<file path="src/rtl/contador_pkg.sv">
// Shared types and constants for the 4-bit counter sequencing controller.
//   state_t    : controller state (IDLE / RUN / PAUSE)
//   MODE_*     : one-hot mode words driven on sel_out towards the encoder
//   CNT_W      : width of the counter value and of the mode word
//   next_mode  : mode rotation UP -> DOWN -> PINGPONG -> HOLD -> UP
package contador_pkg;

    localparam int unsigned CNT_W = 4;

    typedef enum logic [1:0] {
        IDLE  = 2'd0,
        RUN   = 2'd1,
        PAUSE = 2'd2
    } state_t;

    localparam logic [CNT_W-1:0] MODE_UP   = 4'b0001;
    localparam logic [CNT_W-1:0] MODE_DOWN = 4'b0010;
    localparam logic [CNT_W-1:0] MODE_PING = 4'b0100;
    localparam logic [CNT_W-1:0] MODE_HOLD = 4'b1000;

    // A corrupted (non one-hot) mode word recovers to UP.
    function automatic logic [CNT_W-1:0] next_mode(input logic [CNT_W-1:0] mode);
        logic [CNT_W-1:0] nxt;
        unique case (mode)
            MODE_UP:   nxt = MODE_DOWN;
            MODE_DOWN: nxt = MODE_PING;
            MODE_PING: nxt = MODE_HOLD;
            MODE_HOLD: nxt = MODE_UP;
            default:   nxt = MODE_UP;
        endcase
        return nxt;
    endfunction

endpackage

</file>
<file path="src/rtl/controlador_contador4bits_if.sv">
// Board-side bundle of the counter controller.
//   btn_start/btn_pause/btn_clear/btn_mode : raw push buttons, asynchronous to clk
//   load_req/load_val                      : synchronous one-cycle load strobe and value
//   sel_out                                : one-hot mode word for the encoder stage
//   count/running/wrap                     : registered counter status
// master drives the buttons and load strobe; slave is the controller.
interface controlador_contador4bits_if;
    import contador_pkg::*;

    logic             btn_start;
    logic             btn_pause;
    logic             btn_clear;
    logic             btn_mode;
    logic             load_req;
    logic [CNT_W-1:0] load_val;
    logic [CNT_W-1:0] sel_out;
    logic [CNT_W-1:0] count;
    logic             running;
    logic             wrap;

    modport master (
        output btn_start,
        output btn_pause,
        output btn_clear,
        output btn_mode,
        output load_req,
        output load_val,
        input  sel_out,
        input  count,
        input  running,
        input  wrap
    );

    modport slave (
        input  btn_start,
        input  btn_pause,
        input  btn_clear,
        input  btn_mode,
        input  load_req,
        input  load_val,
        output sel_out,
        output count,
        output running,
        output wrap
    );

endinterface

</file>
<file path="src/rtl/sincroniza_borda.sv">
// Two-flop synchronizer followed by a rising-edge detector for one raw button.
//   clk   : system clock
//   rst_n : asynchronous active-low reset, clears every flop
//   raw   : asynchronous button level
//   pulse : one-cycle event on each low-to-high transition of the synchronized level
module sincroniza_borda (
    input  logic clk,
    input  logic rst_n,
    input  logic raw,
    output logic pulse
);

    logic [1:0] sync_q;
    logic       prev_q;

    always_ff @(posedge clk or negedge rst_n) begin
        if (!rst_n) begin
            sync_q <= 2'b00;
            prev_q <= 1'b0;
        end else begin
            sync_q <= {sync_q[0], raw};
            prev_q <= sync_q[1];
        end
    end

    // A button held for any length of time yields a single pulse.
    assign pulse = sync_q[1] & ~prev_q;

endmodule

</file>
<file path="src/rtl/controlador_contador4bits.sv">
// Sequencing controller for the 4-bit counter datapath.
//   DIV   : clock cycles per count step (>= 2)
//   LIMIT : maximum count value (1..15)
//   clk   : system clock, all state on its rising edge
//   rst_n : asynchronous active-low reset
//   bus   : slave side of controlador_contador4bits_if (buttons, load strobe,
//           sel_out mode word, count, running, wrap)
// Buttons are synchronized and edge-detected, then a RUN/PAUSE/IDLE machine with
// a prescaler steps the counter according to the selected mode. All outputs are
// registered.
module controlador_contador4bits
    import contador_pkg::*;
#(
    parameter int unsigned DIV   = 50_000_000,
    parameter int unsigned LIMIT = 9
) (
    input logic                        clk,
    input logic                        rst_n,
    controlador_contador4bits_if.slave bus
);

    localparam int unsigned      PW        = (DIV > 1) ? $clog2(DIV) : 1;
    localparam logic [PW-1:0]    PRESC_MAX = PW'(DIV - 1);
    localparam logic [CNT_W-1:0] LIM       = CNT_W'(LIMIT);

    // Button events
    logic ev_start;
    logic ev_pause;
    logic ev_clear;
    logic ev_mode;

    sincroniza_borda u_sync_start (
        .clk   (clk),
        .rst_n (rst_n),
        .raw   (bus.btn_start),
        .pulse (ev_start)
    );

    sincroniza_borda u_sync_pause (
        .clk   (clk),
        .rst_n (rst_n),
        .raw   (bus.btn_pause),
        .pulse (ev_pause)
    );

    sincroniza_borda u_sync_clear (
        .clk   (clk),
        .rst_n (rst_n),
        .raw   (bus.btn_clear),
        .pulse (ev_clear)
    );

    sincroniza_borda u_sync_mode (
        .clk   (clk),
        .rst_n (rst_n),
        .raw   (bus.btn_mode),
        .pulse (ev_mode)
    );

    // State
    state_t           state_q;
    logic [CNT_W-1:0] mode_q;
    logic [CNT_W-1:0] count_q;
    logic [PW-1:0]    presc_q;
    logic             dir_down_q;
    logic             running_q;
    logic             wrap_q;

    // Next-step values, used only in a cycle where a step fires
    logic             step;
    logic [CNT_W-1:0] step_count;
    logic             step_wrap;
    logic             step_dir_down;
    logic [CNT_W-1:0] mode_next;
    logic [CNT_W-1:0] load_clamped;

    assign step         = (state_q == RUN) && (presc_q == PRESC_MAX);
    assign mode_next    = next_mode(mode_q);
    assign load_clamped = (bus.load_val > LIM) ? LIM : bus.load_val;

    always_comb begin
        step_count    = count_q;
        step_wrap     = 1'b0;
        step_dir_down = dir_down_q;
        unique case (mode_q)
            MODE_UP: begin
                if (count_q >= LIM) begin
                    step_count = '0;
                    step_wrap  = 1'b1;
                end else begin
                    step_count = count_q + CNT_W'(1);
                end
            end
            MODE_DOWN: begin
                if (count_q == '0) begin
                    step_count = LIM;
                    step_wrap  = 1'b1;
                end else begin
                    step_count = count_q - CNT_W'(1);
                end
            end
            MODE_PING: begin
                // Reversal lands one away from the end point so the end value
                // is shown only once per sweep.
                if (!dir_down_q) begin
                    if (count_q >= LIM) begin
                        step_dir_down = 1'b1;
                        step_count    = LIM - CNT_W'(1);
                        step_wrap     = 1'b1;
                    end else begin
                        step_count = count_q + CNT_W'(1);
                    end
                end else begin
                    if (count_q == '0) begin
                        step_dir_down = 1'b0;
                        step_count    = CNT_W'(1);
                        step_wrap     = 1'b1;
                    end else begin
                        step_count = count_q - CNT_W'(1);
                    end
                end
            end
            default: begin
                // HOLD: value frozen, prescaler keeps running.
            end
        endcase
    end

    always_ff @(posedge clk or negedge rst_n) begin
        if (!rst_n) begin
            state_q    <= IDLE;
            mode_q     <= MODE_UP;
            count_q    <= '0;
            presc_q    <= '0;
            dir_down_q <= 1'b0;
            running_q  <= 1'b0;
            wrap_q     <= 1'b0;
        end else begin
            wrap_q <= 1'b0;

            // Prescaler advances only in RUN and is frozen (not cleared) by PAUSE.
            if (state_q == RUN) begin
                presc_q <= step ? '0 : presc_q + PW'(1);
                if (step) begin
                    count_q    <= step_count;
                    wrap_q     <= step_wrap;
                    dir_down_q <= step_dir_down;
                end
            end

            // Only the highest-priority event acts, even when it has no effect
            // in the current state (e.g. pause in IDLE still masks start).
            if (ev_clear) begin
                state_q    <= IDLE;
                running_q  <= 1'b0;
                count_q    <= '0;
                presc_q    <= '0;
                dir_down_q <= 1'b0;
                wrap_q     <= 1'b0;
            end else if (ev_pause) begin
                if (state_q == RUN) begin
                    state_q   <= PAUSE;
                    running_q <= 1'b0;
                end
            end else if (ev_start) begin
                if (state_q != RUN) begin
                    state_q   <= RUN;
                    running_q <= 1'b1;
                end
            end else if (ev_mode) begin
                if (state_q != RUN) begin
                    mode_q <= mode_next;
                    if (mode_next == MODE_PING) begin
                        dir_down_q <= 1'b0;
                    end
                end
            end else if (bus.load_req) begin
                if (state_q != RUN) begin
                    count_q <= load_clamped;
                end
            end
        end
    end

    assign bus.sel_out = mode_q;
    assign bus.count   = count_q;
    assign bus.running = running_q;
    assign bus.wrap    = wrap_q;

endmodule

</file>
<file path="src/flat_wrapper.sv">
// flat-port wrapper written by rule: the top's interface ports become plain ports
module controlador_contador4bits_flat import contador_pkg::*;
#(
    parameter int unsigned DIV   = 50_000_000,
    parameter int unsigned LIMIT = 9
)
  (clk, rst_n, bus_btn_start, bus_btn_pause, bus_btn_clear, bus_btn_mode, bus_load_req, bus_load_val, bus_sel_out, bus_count, bus_running, bus_wrap);
  controlador_contador4bits_if bus_i ();
  input logic clk;
  input logic rst_n;
  input wire logic [$bits(bus_i.btn_start)-1:0] bus_btn_start;
  input wire logic [$bits(bus_i.btn_pause)-1:0] bus_btn_pause;
  input wire logic [$bits(bus_i.btn_clear)-1:0] bus_btn_clear;
  input wire logic [$bits(bus_i.btn_mode)-1:0] bus_btn_mode;
  input wire logic [$bits(bus_i.load_req)-1:0] bus_load_req;
  input wire logic [$bits(bus_i.load_val)-1:0] bus_load_val;
  output wire logic [$bits(bus_i.sel_out)-1:0] bus_sel_out;
  output wire logic [$bits(bus_i.count)-1:0] bus_count;
  output wire logic [$bits(bus_i.running)-1:0] bus_running;
  output wire logic [$bits(bus_i.wrap)-1:0] bus_wrap;
  assign bus_i.btn_start = bus_btn_start;
  assign bus_i.btn_pause = bus_btn_pause;
  assign bus_i.btn_clear = bus_btn_clear;
  assign bus_i.btn_mode = bus_btn_mode;
  assign bus_i.load_req = bus_load_req;
  assign bus_i.load_val = bus_load_val;
  assign bus_sel_out = bus_i.sel_out;
  assign bus_count = bus_i.count;
  assign bus_running = bus_i.running;
  assign bus_wrap = bus_i.wrap;
  controlador_contador4bits #(.DIV(DIV), .LIMIT(LIMIT)) u_core (.clk(clk), .rst_n(rst_n), .bus(bus_i));
endmodule
</file>
<file path="config.mk">
export PLATFORM = sky130hd
export DESIGN_NAME = controlador_contador4bits_flat
export DESIGN_NICKNAME = d
export VERILOG_FILES = /design/src/rtl/contador_pkg.sv /design/src/rtl/controlador_contador4bits_if.sv /design/src/rtl/sincroniza_borda.sv /design/src/rtl/controlador_contador4bits.sv /design/src/flat_wrapper.sv
export SDC_FILE = /design/constraint.sdc
export NUM_CORES = 1
export LEC_CHECK = 0
export CAP_MARGIN = 20
export CORE_MARGIN = 5
export CORE_UTILIZATION = 55
export DETAILED_ROUTE_END_ITERATION = 8
export HOLD_SLACK_MARGIN = 0.15
export PLACE_DENSITY = 0.75
export SYNTH_ARGS = -nofsm -noshare
export SYNTH_HDL_FRONTEND = slang
export SYNTH_SLANG_ARGS = --single-unit
</file>
<file path="constraint.sdc">
create_clock -name clk -period 2.5 [get_ports clk]
set_input_delay 0.25 -clock clk [delete_from_list [all_inputs] [get_ports clk]]
set_output_delay 0.25 -clock clk [all_outputs]
set_load 0.005 [all_outputs]
</file>
==> results.sh, run 1 <==
export IMPL_run_status="finished clean"
export IMPL_tritoncts="yes"
export IMPL_ys_seq_area_share_pct=43.4
export IMPL_place_detailed_hpwl_mm=5.03
export IMPL_synthesis_area_mm2=0.00288
export IMPL_ys_warnings_count=0
export IMPL_post_cts_resized_instances=0
export IMPL_sequentialPowerShare_pct=46.2
export IMPL_antennaDiodeCount=0
export IMPL_postSynthRegisterBits=50
export IMPL_yosys_cell_types_count=61
export IMPL_post_synth_cell_area_avg_um2=9.36
export IMPL_highest_clock_rate_mhz=433
export IMPL_fin_skew_ns=0.0147
export IMPL_critPathRequiredTime_ns=2.69
export IMPL_die_x_extent_um=82.4
export IMPL_final_layout_net_count=355
export IMPL_route_antenna_remaining_nets=0
export IMPL_grt_max_degree=42
export IMPL_p_sw_uw=674
export IMPL_initial_utilization_pct=56.5
export IMPL_layout_worst_path_cycle_share_pct=92.4
export IMPL_internal_power_uw=1420
export IMPL_drt_iter0_drc=143
export IMPL_synth_edf_count=0
export IMPL_num_io_pins=21
export IMPL_global_route_wire_length_before_repair_mm=11.8
export IMPL_floorplan_die_area_mm2=0.00679
export IMPL_timing_max_cap_violations=0
export IMPL_power_leakage_uw=0.00135
export IMPL_overflow=0
export IMPL_maxSlewViolCount=0
export IMPL_flow_area_growth_from_synthesis_pct=15.9
export IMPL_cts_htree_levels=2
export IMPL_final_hold_vios=0
export IMPL_cts_sink_count=50
export IMPL_layout_drive_gt1_share_pct=11.5
export IMPL_design_core_area_mm2=0.00511
export IMPL_detailroute_via_count=2592
export IMPL_rsz_0062_raised_after_global_routing="no"
export IMPL_worstSetupStartpointType="flip-flop"
export IMPL_synth_flop_cell="sky130_fd_sc_hd__dfrtp_1"
export IMPL_firstDrtPassIters=5
export IMPL_post_cts_repair_setup_buffers=0
export IMPL_drt_drc_violations_left=0
export IMPL_ctsRootBufferMaster="sky130_fd_sc_hd__clkbuf_8"
export IMPL_detail_route_vias_per_cell=6.32
export IMPL_row_count=26
export IMPL_track_usage_pct=22.6
export IMPL_worst_ir_drop_vdd_mv=0.430
export IMPL_max_slew_margin_rel_pct=39.8
export IMPL_final_design_area_no_fill_mm2=0.00334
export IMPL_globalplace_congestion=0.928
export IMPL_power_density_cell_area_mw_per_mm2=628
export IMPL_mostFrequentLayoutCells="sky130_fd_sc_hd__dfrtp_1 (49), sky130_fd_sc_hd__nand2_1 (31), sky130_fd_sc_hd__nand3_1 (27), sky130_fd_sc_hd__clkdlybuf4s50_1 (19), sky130_fd_sc_hd__nor2_1 (17)"
export IMPL_total_cts_buffers=5
export IMPL_timing_final_setup_violations=0
export IMPL_latest_clock_arrival_within_the_worst_skew_pair_ns=0.31
export IMPL_path_max_fanout=8
export IMPL_totalNegativeSetupSlack_ns=0
export IMPL_ys_async_sr_fraction_pct=100
export IMPL_power_share_clock_pct=27.9
export IMPL_routed_wirelength_mm=6.88
export IMPL_antenna_found_initial=0
export IMPL_mostFrequentLayoutCell="sky130_fd_sc_hd__dfrtp_1"
export IMPL_port_buffer_count=20
export IMPL_synth_nets=324
export IMPL_sw_frac_of_total_pct=32.1
export IMPL_placed_cell_area_mm2=0.00322
export IMPL_power_share_combinational_pct=25.9
export IMPL_clock_tree_buffer_depth=2
export IMPL_postSynthCellCount=308
export IMPL_clk_pin_slew_ns=0.10
export IMPL_setup_worst_path_end_class="flip-flop"
export IMPL_critical_path_arrival_ns=2.50
export IMPL_min_period_ns=2.31
export IMPL_tightestPinTransition_ns=0.904
export IMPL_hold_path_class="reg -> reg"
export IMPL_fp_dieH_um=82.4
export IMPL_route_detailed_wl_per_inst_um=16.8
export IMPL_crit_type="reg -> reg"
export IMPL_via_count_of_the_first_global_routing_pass=2519
export IMPL_cts_hold_buffers=1
-- worst max-delay path, cell delays in order (launching register included) --
cell,delay (ns)
sky130_fd_sc_hd__dfrtp_1,0.46
sky130_fd_sc_hd__or4_4,0.59
sky130_fd_sc_hd__nor4_2,0.34
sky130_fd_sc_hd__nand4_1,0.36
sky130_fd_sc_hd__a41oi_1,0.34
sky130_fd_sc_hd__o31ai_1,0.10
-- power by group through the flow --
stage | Combinational [uW] | Clock, uW | Sequential, uW
3_5_place_dp | 538 | 0 | 984
6_report | 543 | 586 | 969
5_1_grt | 606 | 637 | 985
3_3_place_gp | 524 | 0 | 977
4_1_cts | 543 | 601 | 968
2_1_floorplan | 334 | 0 | 959
-- final cells by class --
| cell class | instances | area, um^2 |
|---|---|---|
| clock buffer | 5 | 68.8 |
| clock inverter | 3 | 47.5 |
| fill | 448 | 1770 |
| inverter | 8 | 30.0 |
| multi-input combinational | 240 | 1550 |
| sequential | 50 | 1250 |
| tap | 70 | 87.6 |
| timing repair buffer | 34 | 303 |
-- layer usage --
layer  GRT usage, %  part of all wire [%]  up-vias
met5              0                     0        -
met4           8.14                   2.0        0
met3           3.80                   5.9       13
met2           38.3                    50       86
met1           28.9                    42     1267
li1               -                     -     1226
-- flip-flops by register name (all words and copies together) (netlist names), 2 cells and up --
register                    cells
u_core.u_sync_mode.sync_q       2
u_core.u_sync_clear.sync_q      2
u_core.u_sync_pause.sync_q      2
u_core.u_sync_start.sync_q      2
u_core.bus.sel_out              4
u_core.bus.count                4
u_core.state_q                  2
u_core.presc_q                 26
-- path summary, 6_finish.rpt --
check / to / cells after the start / startpoint / slack (ns)
setup reg to reg: u_core.bus.count[3]$_DFF_PN0_ / 5 / u_core.presc_q[7]$_DFFE_PN0P_ / 0.19
hold reg to reg: u_core.u_sync_clear.sync_q[1]$_DFF_PN0_ / 0 / u_core.u_sync_clear.sync_q[0]$_DFF_PN0_ / 0.36
max in group asynchronous: u_core.presc_q[20]$_DFFE_PN0P_ / 3 / rst_n / 1.21
min in group asynchronous: u_core.u_sync_clear.sync_q[0]$_DFF_PN0_ / 2 / rst_n / 0.60
hold / removal: u_core.u_sync_clear.sync_q[1]$_DFF_PN0_ / 0 / u_core.u_sync_clear.sync_q[0]$_DFF_PN0_ / 0.36
setup / recovery: u_core.bus.count[3]$_DFF_PN0_ / 5 / u_core.presc_q[7]$_DFFE_PN0P_ / 0.19
-- logic make-up after synthesis --
family                     synth area share, %
xor gates and xnor gates                  1.82
and+or+nand+nor                           30.9
adders and majority gates                 2.17
DFF                                       43.4
muxes                                     2.47
buffers and inverters                     2.73
AOI/OAI and AO/OA                         16.5
-- cell usage after synthesis (2+ instances only) --
| cell type | n | area (um^2) |
|---|---|---|
| sky130_fd_sc_hd__a211o_1 | 2 | 17.5 |
| sky130_fd_sc_hd__a211oi_1 | 2 | 15.0 |
| sky130_fd_sc_hd__a21oi_1 | 7 | 35.0 |
| sky130_fd_sc_hd__a22oi_1 | 2 | 15.0 |
| sky130_fd_sc_hd__a31oi_1 | 8 | 50.1 |
| sky130_fd_sc_hd__a41oi_1 | 3 | 26.3 |
| sky130_fd_sc_hd__and3_1 | 7 | 43.8 |
| sky130_fd_sc_hd__and3_2 | 2 | 15.0 |
| sky130_fd_sc_hd__and4_1 | 3 | 26.3 |
| sky130_fd_sc_hd__buf_2 | 2 | 10.0 |
| sky130_fd_sc_hd__clkbuf_1 | 7 | 26.3 |
| sky130_fd_sc_hd__dfrtp_1 | 49 | 1230 |
| sky130_fd_sc_hd__ha_1 | 5 | 62.6 |
| sky130_fd_sc_hd__inv_1 | 8 | 30.0 |
| sky130_fd_sc_hd__mux2i_1 | 6 | 60.1 |
| sky130_fd_sc_hd__nand2_1 | 31 | 116 |
| sky130_fd_sc_hd__nand2b_1 | 7 | 43.8 |
| sky130_fd_sc_hd__nand3_1 | 27 | 135 |
| sky130_fd_sc_hd__nand3_2 | 2 | 20.0 |
| sky130_fd_sc_hd__nand3b_1 | 4 | 30.0 |
| sky130_fd_sc_hd__nand4_1 | 14 | 87.6 |
| sky130_fd_sc_hd__nand4b_1 | 3 | 26.3 |
| sky130_fd_sc_hd__nor2_1 | 17 | 63.8 |
| sky130_fd_sc_hd__nor2b_1 | 5 | 31.3 |
| sky130_fd_sc_hd__nor3_1 | 8 | 40.0 |
| sky130_fd_sc_hd__nor4_1 | 2 | 12.5 |
| sky130_fd_sc_hd__o211ai_1 | 4 | 30.0 |
| sky130_fd_sc_hd__o21a_1 | 2 | 15.0 |
| sky130_fd_sc_hd__o21ai_0 | 14 | 70.1 |
| sky130_fd_sc_hd__o2bb2ai_1 | 2 | 17.5 |
| sky130_fd_sc_hd__o31ai_1 | 9 | 67.6 |
| sky130_fd_sc_hd__or2b_2 | 4 | 35.0 |
| sky130_fd_sc_hd__or3_1 | 6 | 37.5 |
| sky130_fd_sc_hd__or3b_2 | 2 | 17.5 |
| sky130_fd_sc_hd__or4_1 | 2 | 15.0 |
| sky130_fd_sc_hd__xnor2_1 | 4 | 35.0 |
| sky130_fd_sc_hd__xor2_1 | 2 | 17.5 |
-- through the flow --
stage               cells  hold WS (ns)  utilization (%)  power (uW)  setup WS [ns]
floorplan             308       -0.0456                -        1290          0.434
global placement      401         0.332             63.0        1500          0.296
detailed placement    401         0.342             63.0        1520          0.225
CTS                   410         0.363             65.4        2110          0.200
global route          410         0.360             65.4        2230         0.0643
finish                410         0.360             65.4        2100          0.190
Note: power is estimated with default switching activity, not from simulation.
==> run 2: changes to the inputs <==
--- a/config.mk
+++ b/config.mk
@@ -8,6 +8,7 @@
 export CAP_MARGIN = 20
 export CORE_MARGIN = 5
 export CORE_UTILIZATION = 55
+export CTS_BUF_LIST = sky130_fd_sc_hd__clkbuf_2
 export DETAILED_ROUTE_END_ITERATION = 8
 export HOLD_SLACK_MARGIN = 0.15
 export PLACE_DENSITY = 0.75
==> run 2 against run 1 <==
Routed wire length up 1.7%. Setup slack worse by 0.010 ns. Non-clock buffer count up 3. Sequential share of layout area up 0.16 points. Power down 6.0%. Global-route usage up 0.16 points. Sequential power about the same. Die area unchanged. Combinational power about the same. Highest routed layer unchanged.
==> results.sh, run 2 (synthesis gave the netlist of run 1 again) <==
export IMPL_run_status="finished clean"
export IMPL_critical_path_top_delay_family="simple AND/OR/NAND/NOR gates"
export IMPL_globalplace_congestion=0.928
export IMPL_track_usage_pct=22.7
export IMPL_total_cts_buffers=5
export IMPL_die_x_extent_um=82.4
export IMPL_critPathRequiredTime_ns=2.87
export IMPL_internal_reg_to_reg_setup_slack_ns=0.18
export IMPL_critical_path_s_largest_stage_delay_ns=0.59
export IMPL_post_cts_resized_instances=0
export IMPL_routed_wirelength_mm=6.99
export IMPL_worst_ir_drop_vdd_mv=0.372
export IMPL_detail_route_vias_per_cell=6.39
export IMPL_drt_drc_violations_left=0
export IMPL_mostFrequentLayoutCells="sky130_fd_sc_hd__dfrtp_1 (49), sky130_fd_sc_hd__nand2_1 (31), sky130_fd_sc_hd__nand3_1 (27), sky130_fd_sc_hd__clkdlybuf4s50_1 (19), sky130_fd_sc_hd__nor2_1 (17)"
export IMPL_tightestPinTransition_ns=0.920
export IMPL_min_to="u_core.u_sync_mode.sync_q[0]$_DFF_PN0_"
export IMPL_mostFrequentLayoutCell="sky130_fd_sc_hd__dfrtp_1"
export IMPL_timing_final_setup_violations=0
export IMPL_port_buffer_count=20
export IMPL_max_slew_margin_rel_pct=38.6
export IMPL_route_detailed_wl_per_inst_um=16.9
export IMPL_grt_max_degree=42
export IMPL_worst_r2r_startpoint="u_core.presc_q[7]$_DFFE_PN0P_"
export IMPL_final_hold_vios=0
export IMPL_latest_clock_arrival_within_the_worst_skew_pair_ns=0.46
export IMPL_global_route_wire_length_before_repair_mm=11.9
export IMPL_path_max_fanout=8
export IMPL_detailroute_via_count=2641
export IMPL_cts_htree_levels=2
export IMPL_timing_max_cap_violations=0
export IMPL_final_layout_net_count=358
export IMPL_tritoncts="yes"
export IMPL_hold_path_class="in -> reg"
export IMPL_r2r_cells=5
export IMPL_layout_drive_gt1_share_pct=11.4
export IMPL_fin_hold_ws_ns=0.243
export IMPL_route_antenna_remaining_nets=0
export IMPL_via_count_of_the_first_global_routing_pass=2548
export IMPL_largest_register_ff_count=26
export IMPL_firstDrtPassIters=5
export IMPL_holdPathStages=1
export IMPL_maxSlewViolCount=0
export IMPL_antennaDiodeCount=0
export IMPL_num_io_pins=21
export IMPL_critical_path_arrival_ns=2.69
export IMPL_rsz_0062_raised_after_global_routing="no"
export IMPL_layout_worst_path_cycle_share_pct=92.8
export IMPL_highest_clock_rate_mhz=431
export IMPL_totalNegativeSetupSlack_ns=0
export IMPL_cts_sink_count=50
export IMPL_fp_dieH_um=82.4
export IMPL_row_count=26
export IMPL_worst_r2r_endpoint="u_core.bus.count[3]$_DFF_PN0_"
export IMPL_ctsRootBufferMaster="sky130_fd_sc_hd__clkbuf_2"
export IMPL_floorplan_die_area_mm2=0.00679
export IMPL_design_core_area_mm2=0.00511
export IMPL_initial_utilization_pct=56.5
export IMPL_timing_critical_path_buf_inv=0
export IMPL_post_cts_repair_setup_buffers=0
export IMPL_place_detailed_hpwl_mm=5.03
export IMPL_flow_area_growth_from_synthesis_pct=15.4
export IMPL_crit_type="reg -> reg"
export IMPL_overflow=0
export IMPL_antenna_found_initial=0
export IMPL_critical_path_slowest_cell="sky130_fd_sc_hd__or4_4"
export IMPL_drt_iter0_drc=166
export IMPL_fin_skew_ns=0.0540
export IMPL_min_period_ns=2.32
export IMPL_power_leakage_uw=0.00135
export IMPL_setup_worst_path_end_class="flip-flop"
export IMPL_power_density_cell_area_mw_per_mm2=593
export IMPL_crit_path_cell_trace="or4_4 > nor4_2 > nand4_1 > a41oi_1 > o31ai_1"
export IMPL_clk_pin_slew_ns=0.30
export IMPL_worstSetupStartpointType="flip-flop"
export IMPL_clock_tree_buffer_depth=2
export IMPL_hold_path_startpoint="bus_btn_mode"
export IMPL_largest_register="u_core.presc_q"
[run 2: cell count changes in the layout (fill, tap and decap cells not counted), sizes merged]
| cell | previous run | this run |
|---|---|---|
| dlygate4sd3 | 1 | 4 |
[run 2: metal layers]
layer / routed length, um / vias to the layer above / track usage, % / part of all wire, %
met5: 0 / - / 0 / 0
met4: 151 / 0 / 8.64 / 2.2
met3: 430 / 15 / 4.23 / 6.1
met2: 3450 / 112 / 38.3 / 49
met1: 2960 / 1277 / 28.9 / 42
li1: - / 1237 / - / -
[run 2: worst max-delay path by stage]
stage                                             start                       endpoint  slack, ns  cells past startpoint
after floorplan           u_core.presc_q[7]$_DFFE_PN0P_    u_core.dir_down_q$_DFF_PN0_       0.43                      5
after global placement    u_core.presc_q[7]$_DFFE_PN0P_  u_core.bus.count[3]$_DFF_PN0_       0.30                      5
after detailed placement  u_core.presc_q[7]$_DFFE_PN0P_  u_core.bus.count[3]$_DFF_PN0_       0.22                      5
after CTS                 u_core.presc_q[7]$_DFFE_PN0P_  u_core.bus.count[3]$_DFF_PN0_       0.18                      5
after global routing      u_core.presc_q[7]$_DFFE_PN0P_  u_core.bus.count[3]$_DFF_PN0_       0.04                      5
final                     u_core.presc_q[7]$_DFFE_PN0P_  u_core.bus.count[3]$_DFF_PN0_       0.18                      5
[run 2: per-stage QoR]
stage | worst slack [ns] | util [%] | total power, uW | cell area [um^2] | std cells
finish | 0.180 | 65.2 | 1970 | 3330 | 413
global route | 0.0447 | 65.2 | 2100 | 3330 | 413
CTS | 0.182 | 64.6 | 1980 | 3300 | 410
detailed placement | 0.225 | 63.0 | 1520 | 3220 | 401
global placement | 0.296 | 63.0 | 1500 | 3220 | 401
floorplan | 0.434 | - | 1290 | 2880 | 308
[run 2: where the power goes]
group          internal [uW]  switching (uW)
registers                874            95.8
logic                    250             297
clock network            177             279
total                   1300             672
[run 2: repair_timing]
action | CTS | global route
hold endpoints to repair | 39 | 3
hold buffers | 1 | 3
endpoints found under the setup margin | 0 | 0
[run 2: cell type report]
cell class / instances / area (um^2)
fillers: 459 / 1780
repair buffers: 37 / 333
multi-input cells: 240 / 1550
well taps: 70 / 87.6
flip-flops and latches: 50 / 1250
inverters: 8 / 30.0
clock inverters: 3 / 47.5
clock buffers: 5 / 25.0
==> run 3: changes to the inputs <==
==> constraint.sdc (replaced) <==
create_clock -name clk -period 2.75 [get_ports clk]
set_input_delay 0.275 -clock clk [delete_from_list [all_inputs] [get_ports clk]]
set_output_delay 0.275 -clock clk [all_outputs]
set_load 0.005 [all_outputs]
==> run 3 against run 2 <==
Sequential share of layout area rose by 0.69 points. Via count down 1.1%. Critical path type unchanged. Routed wire length grew 1.0%. Worst hold slack worse by 0.025 ns. Clock-buffer cell count stayed put.
==> results.sh, run 3 (synthesis gave the netlist of run 1 again) <==
export IMPL_port_buffer_count=20
export IMPL_antennaDiodeCount=0
export IMPL_clk_pin_slew_ns=0.27
export IMPL_drt_iter0_drc=171
export IMPL_flow_area_growth_from_synthesis_pct=13.3
export IMPL_min_period_ns=2.37
export IMPL_critical_path_arrival_ns=2.73
export IMPL_timing_max_cap_violations=0
export IMPL_final_hold_vios=0
export IMPL_power_share_combinational_pct=27.8
export IMPL_initial_utilization_pct=56.5
export IMPL_totalNegativeSetupSlack_ns=0
export IMPL_layout_setup_ws_ns=0.382
export IMPL_layout_worst_path_cycle_share_pct=86.1
export IMPL_tritoncts="yes"
export IMPL_final_layout_net_count=351
export IMPL_cts_sink_count=50
export IMPL_route_antenna_remaining_nets=0
export IMPL_fin_skew_ns=0.0229
export IMPL_firstDrtPassIters=6
export IMPL_fp_dieH_um=82.4
export IMPL_fillerInstances=437
export IMPL_row_count=26
export IMPL_total_cts_buffers=5
export IMPL_maxSlewViolCount=0
export IMPL_num_io_pins=21
export IMPL_detailroute_via_count=2613
export IMPL_tightestPinTransition_ns=0.622
export IMPL_mostFrequentLayoutCells="sky130_fd_sc_hd__dfrtp_1 (49), sky130_fd_sc_hd__nand2_1 (31), sky130_fd_sc_hd__nand3_1 (27), sky130_fd_sc_hd__clkdlybuf4s50_1 (19), sky130_fd_sc_hd__nor2_1 (17)"
export IMPL_largest_register="u_core.presc_q"
export IMPL_detail_route_vias_per_cell=6.44
export IMPL_worstSetupStartpointType="flip-flop"
export IMPL_ctsRootBufferMaster="sky130_fd_sc_hd__clkbuf_2"
export IMPL_post_cts_resized_instances=0
export IMPL_routed_wirelength_mm=7.06
export IMPL_sw_frac_of_total_pct=33.9
export IMPL_global_route_wire_length_before_repair_mm=12.1
export IMPL_sequentialPowerShare_pct=49.3
export IMPL_track_usage_pct=23.2
export IMPL_worst_ir_drop_vdd_mv=0.370
export IMPL_run_status="finished clean"
export IMPL_drt_drc_violations_left=0
export IMPL_via_count_of_the_first_global_routing_pass=2508
export IMPL_preCtsSetupSlack_ns=0.424
export IMPL_latest_clock_arrival_within_the_worst_skew_pair_ns=0.45
export IMPL_floorplan_die_area_mm2=0.00679
export IMPL_internal_power_uw=1180
export IMPL_globalplace_congestion=0.924
export IMPL_layout_drive_gt1_share_pct=10.4
export IMPL_die_x_extent_um=82.4
export IMPL_p_sw_uw=604
export IMPL_antenna_found_initial=0
export IMPL_overflow=0
export IMPL_post_cts_repair_setup_buffers=0
export IMPL_mostFrequentLayoutCell="sky130_fd_sc_hd__dfrtp_1"
export IMPL_postLayoutCoreUtil_pct=64.0
export IMPL_design_core_area_mm2=0.00511
export IMPL_route_detailed_wl_per_inst_um=17.4
export IMPL_rsz_0062_raised_after_global_routing="no"
export IMPL_critPathRequiredTime_ns=3.11
export IMPL_path_max_fanout=19
export IMPL_clock_tree_buffer_depth=2
export IMPL_timing_final_setup_violations=0
export IMPL_highest_clock_rate_mhz=422
export IMPL_power_share_clock_pct=22.9
export IMPL_largest_register_ff_count=26
export IMPL_setup_worst_path_end_class="flip-flop"
export IMPL_place_detailed_hpwl_mm=5.07
export IMPL_power_density_cell_area_mw_per_mm2=546
export IMPL_power_leakage_uw=0.00132
export IMPL_max_slew_margin_rel_pct=58.2
export IMPL_hold_path_class="in -> reg"
export IMPL_crit_type="reg -> reg"
export IMPL_grt_max_degree=27
export IMPL_cts_htree_levels=2
==> run 3: changes by cell type in the layout (fill, tap and decap cells not counted) <==
cell	delta
sky130_fd_sc_hd__dlygate4sd3_1	-3
sky130_fd_sc_hd__inv_6	-1
sky130_fd_sc_hd__buf_4	-5
sky130_fd_sc_hd__clkinv_2	+1
sky130_fd_sc_hd__buf_6	+1
==> run 3: power groups by stage <==
stage	sequential, uW	clock [uW]	combinational (uW)
2_1_floorplan	872	0	304
3_3_place_gp	888	0	479
3_5_place_dp	892	0	489
4_1_cts	878	415	494
5_1_grt	892	451	553
6_report	879	409	495
==> run 3: final timing paths <==
path	start	endpoint	slack (ns)	depth (start not counted)
hold / removal	bus_btn_start	u_core.u_sync_start.sync_q[0]$_DFF_PN0_	0.22	1
setup / recovery	u_core.presc_q[7]$_DFFE_PN0P_	u_core.presc_q[18]$_DFFE_PN0P_	0.38	5
min in group asynchronous	rst_n	u_core.u_sync_clear.sync_q[0]$_DFF_PN0_	0.29	2
max in group asynchronous	rst_n	u_core.bus.sel_out[0]$_DFFE_PN1P_	1.61	3
setup reg to reg	u_core.presc_q[7]$_DFFE_PN0P_	u_core.presc_q[18]$_DFFE_PN0P_	0.38	5
hold reg to reg	u_core.u_sync_start.sync_q[0]$_DFF_PN0_	u_core.u_sync_start.sync_q[1]$_DFF_PN0_	0.39	0
==> run 3: layer usage <==
metal	global-route usage, %	up-vias	wire length, um
met5	0	-	0
met4	7.31	0	93
met3	4.45	8	490
met2	38.9	109	3430
met1	30.3	1269	3050
li1	-	1227	-
==> run 3: layout make-up <==
class / instances / area (um^2) / share of cell area (%)
Clock buffer: 5 / 25.0 / 0.766
Clock inverter: 3 / 43.8 / 1.34
Inverter: 8 / 30.0 / 0.919
Multi-Input combinational cell: 240 / 1550 / 47.5
Sequential cell: 50 / 1250 / 38.3
Tap cell: 70 / 87.6 / 2.68
Timing Repair Buffer: 30 / 277 / 8.46
==> run 3: timing repair <==
action | in CTS | in global routing
hold endpoints to repair | 24 | 0
hold buffers | 1 | 0
setup endpoints to repair | 0 | 0
==> run 3: critical path, cell delays in order (launching register included) <==
cell and delay (ns):
sky130_fd_sc_hd__dfrtp_1 0.51, sky130_fd_sc_hd__or4_4 0.58, sky130_fd_sc_hd__nor4_2 0.35, sky130_fd_sc_hd__nand3_2 0.41, sky130_fd_sc_hd__nand2_1 0.31, sky130_fd_sc_hd__o21ai_0 0.12
==> run 3: stage by stage <==
step | std cells | instance area [um^2] | hold WS (ns) | total power [uW]
detailed placement | 397 | 3190 | 0.295 | 1380
CTS | 406 | 3270 | 0.218 | 1790
global placement | 396 | 3180 | 0.294 | 1370
finish | 406 | 3270 | 0.218 | 1780
floorplan | 308 | 2880 | -0.0206 | 1180
global route | 406 | 3270 | 0.172 | 1900
